===== src/rtl/wd279x_pkg.sv =====
// Shared types and helpers for the WD279x command front end.
// Command classes, dispatcher states, Type IV flag positions and the classifier.
package wd279x_pkg;

    typedef enum logic [1:0] {
        CMD_T1,
        CMD_T23,
        CMD_T4
    } cmd_type_t;

    typedef enum logic [1:0] {
        ST_IDLE,
        ST_RUN_T1,
        ST_RUN_T23
    } dispatch_state_t;

    // Force Interrupt condition flags within the command byte.
    localparam int I0_BIT = 0;  // READY rising
    localparam int I1_BIT = 1;  // READY falling
    localparam int I2_BIT = 2;  // every index pulse
    localparam int I3_BIT = 3;  // immediate, sticky

    function automatic cmd_type_t classify_cmd(input logic [7:0] cmd);
        if (!cmd[7])
            return CMD_T1;
        else if (cmd[7:4] == 4'b1101)
            return CMD_T4;
        else
            return CMD_T23;
    endfunction

endpackage


===== src/rtl/wd279x_irq_arm.sv =====
// Force Interrupt arm registers, INDEXn/READY synchronisers and edge detectors.
// Emits a one-cycle irq_event for an armed edge and a sticky level for the I3 arm.
module wd279x_irq_arm
    import wd279x_pkg::*;
#(
    parameter bit IDX_SYNC = 1'b1
) (
    input  logic       clk,
    input  logic       rst_n,
    input  logic       index_n,
    input  logic       ready,
    input  logic       arm_load,
    input  logic       arm_clear,
    input  logic [3:0] arm_flags,
    output logic       irq_event,
    output logic       sticky
);

    logic [3:0] arm;
    logic       idx_s;
    logic       rdy_s;
    logic       idx_prev;
    logic       rdy_prev;
    logic       idx_fall;
    logic       rdy_rise;
    logic       rdy_fall;

    // NOTE: sequential state uses non-blocking assignments only, so every
    // register samples the pre-edge value of every other register.
    always_ff @(posedge clk or negedge rst_n) begin
        if (!rst_n)
            arm <= 4'b0000;
        else if (arm_clear)
            arm <= 4'b0000;
        else if (arm_load)
            arm <= arm_flags;
    end

    if (IDX_SYNC) begin : g_sync
        logic [1:0] idx_ff;
        logic [1:0] rdy_ff;

        // Reset to the idle levels so release of reset never fakes an edge.
        always_ff @(posedge clk or negedge rst_n) begin
            if (!rst_n) begin
                idx_ff <= 2'b11;
                rdy_ff <= 2'b00;
            end else begin
                idx_ff <= {idx_ff[0], index_n};
                rdy_ff <= {rdy_ff[0], ready};
            end
        end

        assign idx_s = idx_ff[1];
        assign rdy_s = rdy_ff[1];
    end else begin : g_direct
        assign idx_s = index_n;
        assign rdy_s = ready;
    end

    always_ff @(posedge clk or negedge rst_n) begin
        if (!rst_n) begin
            idx_prev <= 1'b1;
            rdy_prev <= 1'b0;
        end else begin
            idx_prev <= idx_s;
            rdy_prev <= rdy_s;
        end
    end

    assign idx_fall  = idx_prev & ~idx_s;
    assign rdy_rise  = ~rdy_prev & rdy_s;
    assign rdy_fall  = rdy_prev & ~rdy_s;

    assign irq_event = (arm[I2_BIT] & idx_fall)
                     | (arm[I0_BIT] & rdy_rise)
                     | (arm[I1_BIT] & rdy_fall);
    assign sticky    = arm[I3_BIT];

endmodule


===== src/rtl/wd279x_command_dispatch.sv =====
// WD279x command front end: latches and classifies commands, starts or aborts
// the Type I and Type II/III units, and owns INTRQ and the CPU status view.
module wd279x_command_dispatch
    import wd279x_pkg::*;
#(
    parameter bit IDX_SYNC = 1'b1
) (
    input  logic       clk,
    input  logic       MRn,
    input  logic       cmd_wr,
    input  logic [7:0] cmd_wdata,
    input  logic       status_rd,
    input  logic       READY,
    input  logic       INDEXn,
    input  logic [7:0] t1_status,
    input  logic       t1_intrq,
    input  logic [7:0] t23_status,
    input  logic       t23_intrq,
    output logic [7:0] command,
    output logic       start_t1,
    output logic       start_t23,
    output logic       abort,
    output logic [7:0] status,
    output logic       INTRQ,
    output logic       busy
);

    dispatch_state_t state, state_next;
    cmd_type_t       last_type, last_type_next;
    cmd_type_t       wr_type;
    logic [7:0]      command_next;
    logic            start_t1_next;
    logic            start_t23_next;
    logic            abort_next;
    logic            intrq_next;
    logic            arm_load;
    logic            arm_clear;
    logic            irq_event;
    logic            sticky;
    logic            unit_done;
    logic [7:0]      status_src;
    logic            unused_status_msb;

    wd279x_irq_arm #(
        .IDX_SYNC (IDX_SYNC)
    ) u_irq_arm (
        .clk       (clk),
        .rst_n     (MRn),
        .index_n   (INDEXn),
        .ready     (READY),
        .arm_load  (arm_load),
        .arm_clear (arm_clear),
        .arm_flags (cmd_wdata[3:0]),
        .irq_event (irq_event),
        .sticky    (sticky)
    );

    assign wr_type = classify_cmd(cmd_wdata);

    // NOTE: every output of this block gets a default before any branch, so
    // no path leaves a signal unassigned and no latch is inferred.
    always_comb begin
        state_next     = state;
        last_type_next = last_type;
        command_next   = command;
        start_t1_next  = 1'b0;
        start_t23_next = 1'b0;
        abort_next     = 1'b0;
        intrq_next     = INTRQ;
        arm_load       = 1'b0;
        arm_clear      = 1'b0;
        unit_done      = 1'b0;

        if (cmd_wr && wr_type == CMD_T4) begin
            // Force Interrupt wins over everything else in the same cycle.
            command_next = cmd_wdata;
            abort_next   = (state != ST_IDLE);
            if (state == ST_IDLE)
                last_type_next = CMD_T1;
            state_next = ST_IDLE;
            arm_load   = 1'b1;
            intrq_next = cmd_wdata[I3_BIT];
        end else if (cmd_wr && state == ST_IDLE) begin
            command_next   = cmd_wdata;
            last_type_next = wr_type;
            arm_clear      = 1'b1;
            intrq_next     = 1'b0;
            if (wr_type == CMD_T1) begin
                state_next    = ST_RUN_T1;
                start_t1_next = 1'b1;
            end else begin
                state_next     = ST_RUN_T23;
                start_t23_next = 1'b1;
            end
        end else begin
            case (state)
                ST_RUN_T1:  unit_done = t1_intrq;
                ST_RUN_T23: unit_done = t23_intrq;
                default:    unit_done = 1'b0;
            endcase
            if (unit_done)
                state_next = ST_IDLE;
            if (unit_done || irq_event)
                intrq_next = 1'b1;
            else if (status_rd && !sticky)
                intrq_next = 1'b0;
        end
    end

    // NOTE: only control state is reset; nothing here is a memory array.
    always_ff @(posedge clk or negedge MRn) begin
        if (!MRn) begin
            state     <= ST_IDLE;
            last_type <= CMD_T1;
            command   <= 8'h00;
            start_t1  <= 1'b0;
            start_t23 <= 1'b0;
            abort     <= 1'b0;
            INTRQ     <= 1'b0;
        end else begin
            state     <= state_next;
            last_type <= last_type_next;
            command   <= command_next;
            start_t1  <= start_t1_next;
            start_t23 <= start_t23_next;
            abort     <= abort_next;
            INTRQ     <= intrq_next;
        end
    end

    // Bit 7 always reflects the live drive-ready pin, not the unit's copy.
    always_comb begin
        status_src = (last_type == CMD_T23) ? t23_status : t1_status;
        status     = {~READY, status_src[6:1],
                      (state == ST_IDLE) ? 1'b0 : status_src[0]};
    end

    assign unused_status_msb = status_src[7];
    assign busy              = (state != ST_IDLE);

endmodule


===== config.mk =====
export PLATFORM = sky130hd
export DESIGN_NAME = wd279x_command_dispatch
export DESIGN_NICKNAME = d
export VERILOG_FILES = /design/src/rtl/wd279x_pkg.sv /design/src/rtl/wd279x_irq_arm.sv /design/src/rtl/wd279x_command_dispatch.sv
export SDC_FILE = /design/constraint.sdc
export NUM_CORES = 1
export LEC_CHECK = 0
export ABC_AREA = 1
export BUFFER_PORTS_ARGS = -buffer_cell sky130_fd_sc_hd__buf_4
export CAP_MARGIN = 30
export CORE_UTILIZATION = 48
export DETAILED_ROUTE_END_ITERATION = 7
export PLACE_DENSITY = 0.82
export SYNTH_ARGS = -nofsm -noshare
export SYNTH_HDL_FRONTEND = slang
export SYNTH_SLANG_ARGS = --single-unit

===== constraint.sdc =====
create_clock -name clk -period 3.61 [get_ports clk]
set_clock_uncertainty 0.15 [all_clocks]
set_input_delay 0.722 -clock clk [delete_from_list [all_inputs] [get_ports clk]]
set_output_delay 0.722 -clock clk [all_outputs]
set_load 0.02 [all_outputs]

==> results.json <==
{
  "cpMostUsedCell": "nand2_1",
  "final_common_cell": "nand2_1",
  "grt_pass1_vias": 974,
  "clk_path_buf_depth": 2,
  "post_cts_buffers": 0,
  "synth_cells": 134,
  "setup_violations": 0,
  "synth_cell_type_count": 15,
  "ir_drop_v": 0.000471,
  "start_kind": "flip-flop",
  "maxCapViolations": 0,
  "finalWirelength_um": 2350,
  "cts_buffers": 3,
  "worst-path-buf-inv": 3,
  "tritoncts": "built",
  "h-tree-depth": 1,
  "io_pins": 53,
  "ys_seq_area_frac": 0.583,
  "first_pass_iters": 4,
  "stdcell_count": 215,
  "slowest_delay_ns": 0.39,
  "fin_setup_tns_ns": 0,
  "worst_slew_pin_slew_ns": 0.402,
  "grt_max_degree": 27,
  "path_clk_slew_ns": 0.13,
  "io_buffers": 50,
  "cp_data_required_time_ns": 2.74,
  "clk-insertion-delay-late_ns": 0.31,
  "track_usage": 0.198,
  "ys_warn_count": 0,
  "dp_cells": 211,
  "end_kind": "output port",
  "final_antenna_net_count": 0,
  "ys_ff_latch": 26,
  "critPathSlowestCell": "dfrtp_1",
  "grt-ovfl-total": 0,
  "vias": 1027,
  "cts_hold_buf": 0,
  "dieArea_mm2": 0.00254,
  "final_nets": 223,
  "slew_viol_final": 0,
  "fin_crit_ns": 2.34,
  "critical-path-top-delay-family": "buffers and inverters",
  "gp_congestion": 0.767,
  "drt_iter0_drc": 22,
  "die_h_um": 50.4,
  "postPlaceCellArea_mm2": 0.00152,
  "area_delta_synth_final_pct": 37.9,
  "finalWorstSetupSlack_ns": 1.27,
  "place_worst_setup_slack_ns": 1.56,
  "synth_area_mm2": 0.00112,
  "synth_nets": 169,
  "criticalPathCategory": "reg -> out",
  "hp-class": "in -> async",
  "grt_pass1_wl_um": 3820,
  "layout_common_cells": "nand2_1, buf_4, dfrtp_1",
  "rsz0062_at_grt": "false",
  "final.period_utilization": 0.648,
  "start_util": 0.507,
  "avgSynthCellArea_um2": 8.38,
  "relSlewSlack": 0.730,
  "fmax_mhz": 428,
  "n_antenna_cell": 0,
  "vias_per_cell": 4.78,
  "crit_fanout": 8,
  "cp.arrival_ns": 1.47,
  "final_layout_size_suffix_gt1_frac": 0.326,
  "cts_root_buf": "clkbuf_4",
  "cts_sinks": 26,
  "antenna_found_initial": 0,
  "path_cells": "inv_1, nand2_1, inv_1, nand2_1, nand2_1, buf_4",
  "core_mm2": 0.00221,
  "fin_area_mm2": 0.00155,
  "outcome": "complete, no violations",
  "drc": 0,
  "detail_route.wl_per_cell_um": 10.9,
  "row_count": 17,
  "hpwlAfterDp_um": 1860,
  "finalHoldViolations": 0,
  "fp.dieW_um": 50.4,
  "p_leak_nw": 0.921,
  "cts_resized": 0,
  "powerDensity_mw_per_mm2": 681
}
synth_stat cells, drive strengths merged:
cell type,number,area [um^2]
nand2,70,275
dfrtp,23,576
inv,16,60.1
nor2,9,36.3
nand3,4,20.0
dfstp,3,78.8
ha,3,37.5
nand4,2,12.5
o21ai,2,10.0
buf,1,11.3
nor3,1,5.00
per-layer routing:
metal / GRT usage / wire length, um / part of all wire / vias up
li1: - / - / - / 508
met1: 0.231 / 999 / 0.43 / 472
met2: 0.358 / 1190 / 0.51 / 45
met3: 0.0303 / 142 / 0.061 / 2
met4: 0.0833 / 14 / 0.0060 / 0
met5: 0 / 0 / 0 / -
cell families (layout without fill, tap and decap cells):
group,count (synthesis),count (layout),share of synthesized area
buffers and inverters,17,70,0.0635
DFF,26,26,0.583
AOI/OAI and AO/OA,2,2,0.00892
and+or+nand+nor,86,86,0.311
adders and majority gates,3,3,0.0334
cell type report:
| class | count | area [um^2] |
|---|---|---|
| tap | 28 | 35.0 |
| fill | 168 | 664 |
| sequential | 26 | 654 |
| inverter | 16 | 60.1 |
| clock buffer | 4 | 26.3 |
| timing repair buffer | 50 | 375 |
| multi-input combinational | 91 | 397 |
worst paths after layout:
| path | startpoint | end | slack (ns) | cells past startpoint |
|---|---|---|---|---|
| worst min register to register | u_irq_arm.g_sync.idx_ff[0]$_DFF_PN1_ | u_irq_arm.g_sync.idx_ff[1]$_DFF_PN1_ | 0.22 | 0 |
| min in group clk | u_irq_arm.g_sync.idx_ff[0]$_DFF_PN1_ | u_irq_arm.g_sync.idx_ff[1]$_DFF_PN1_ | 0.22 | 0 |
| worst max register to register | state[0]$_DFFE_PN0P_ | u_irq_arm.arm[0]$_DFFE_PN0P_ | 2.02 | 7 |
| worst min-delay path | MRn | command[2]$_DFFE_PN0P_ | 0.13 | 1 |
| worst max-delay path | last_type[1]$_DFFE_PN0P_ | status[5] | 1.27 | 6 |
| max in group asynchronous | MRn | u_irq_arm.idx_prev$_DFF_PN1_ | 2.89 | 1 |
sequential cells by signal (all words and copies together), names as in the netlist:
name	flops
start_t23	1
last_type	2
abort	1
INTRQ	1
u_irq_arm.g_sync.idx_ff	2
command	8
u_irq_arm.arm	4
u_irq_arm.idx_prev	1
u_irq_arm.g_sync.rdy_ff	2
state	2
u_irq_arm.rdy_prev	1
start_t1	1
power breakdown:
group	switching, W	total [W]	internal, W
clock	0.0000810	0.000124	0.0000431
combinational	0.000312	0.000519	0.000207
sequential	0.0000440	0.000411	0.000367
total	0.000437	0.00105	0.000617
metrics by stage:
| step | utilization | power, W | hold WS [ns] |
|---|---|---|---|
| final | 0.700 | 0.00105 | 0.131 |
| after global routing | 0.700 | 0.00112 | 0.155 |
| after CTS | 0.700 | 0.00106 | 0.139 |
| after detailed placement | 0.688 | 0.000938 | 0.203 |
| after global placement | 0.688 | 0.000918 | 0.184 |
| after floorplan | - | 0.000717 | 0.181 |
(Power assumes the default switching activity.)
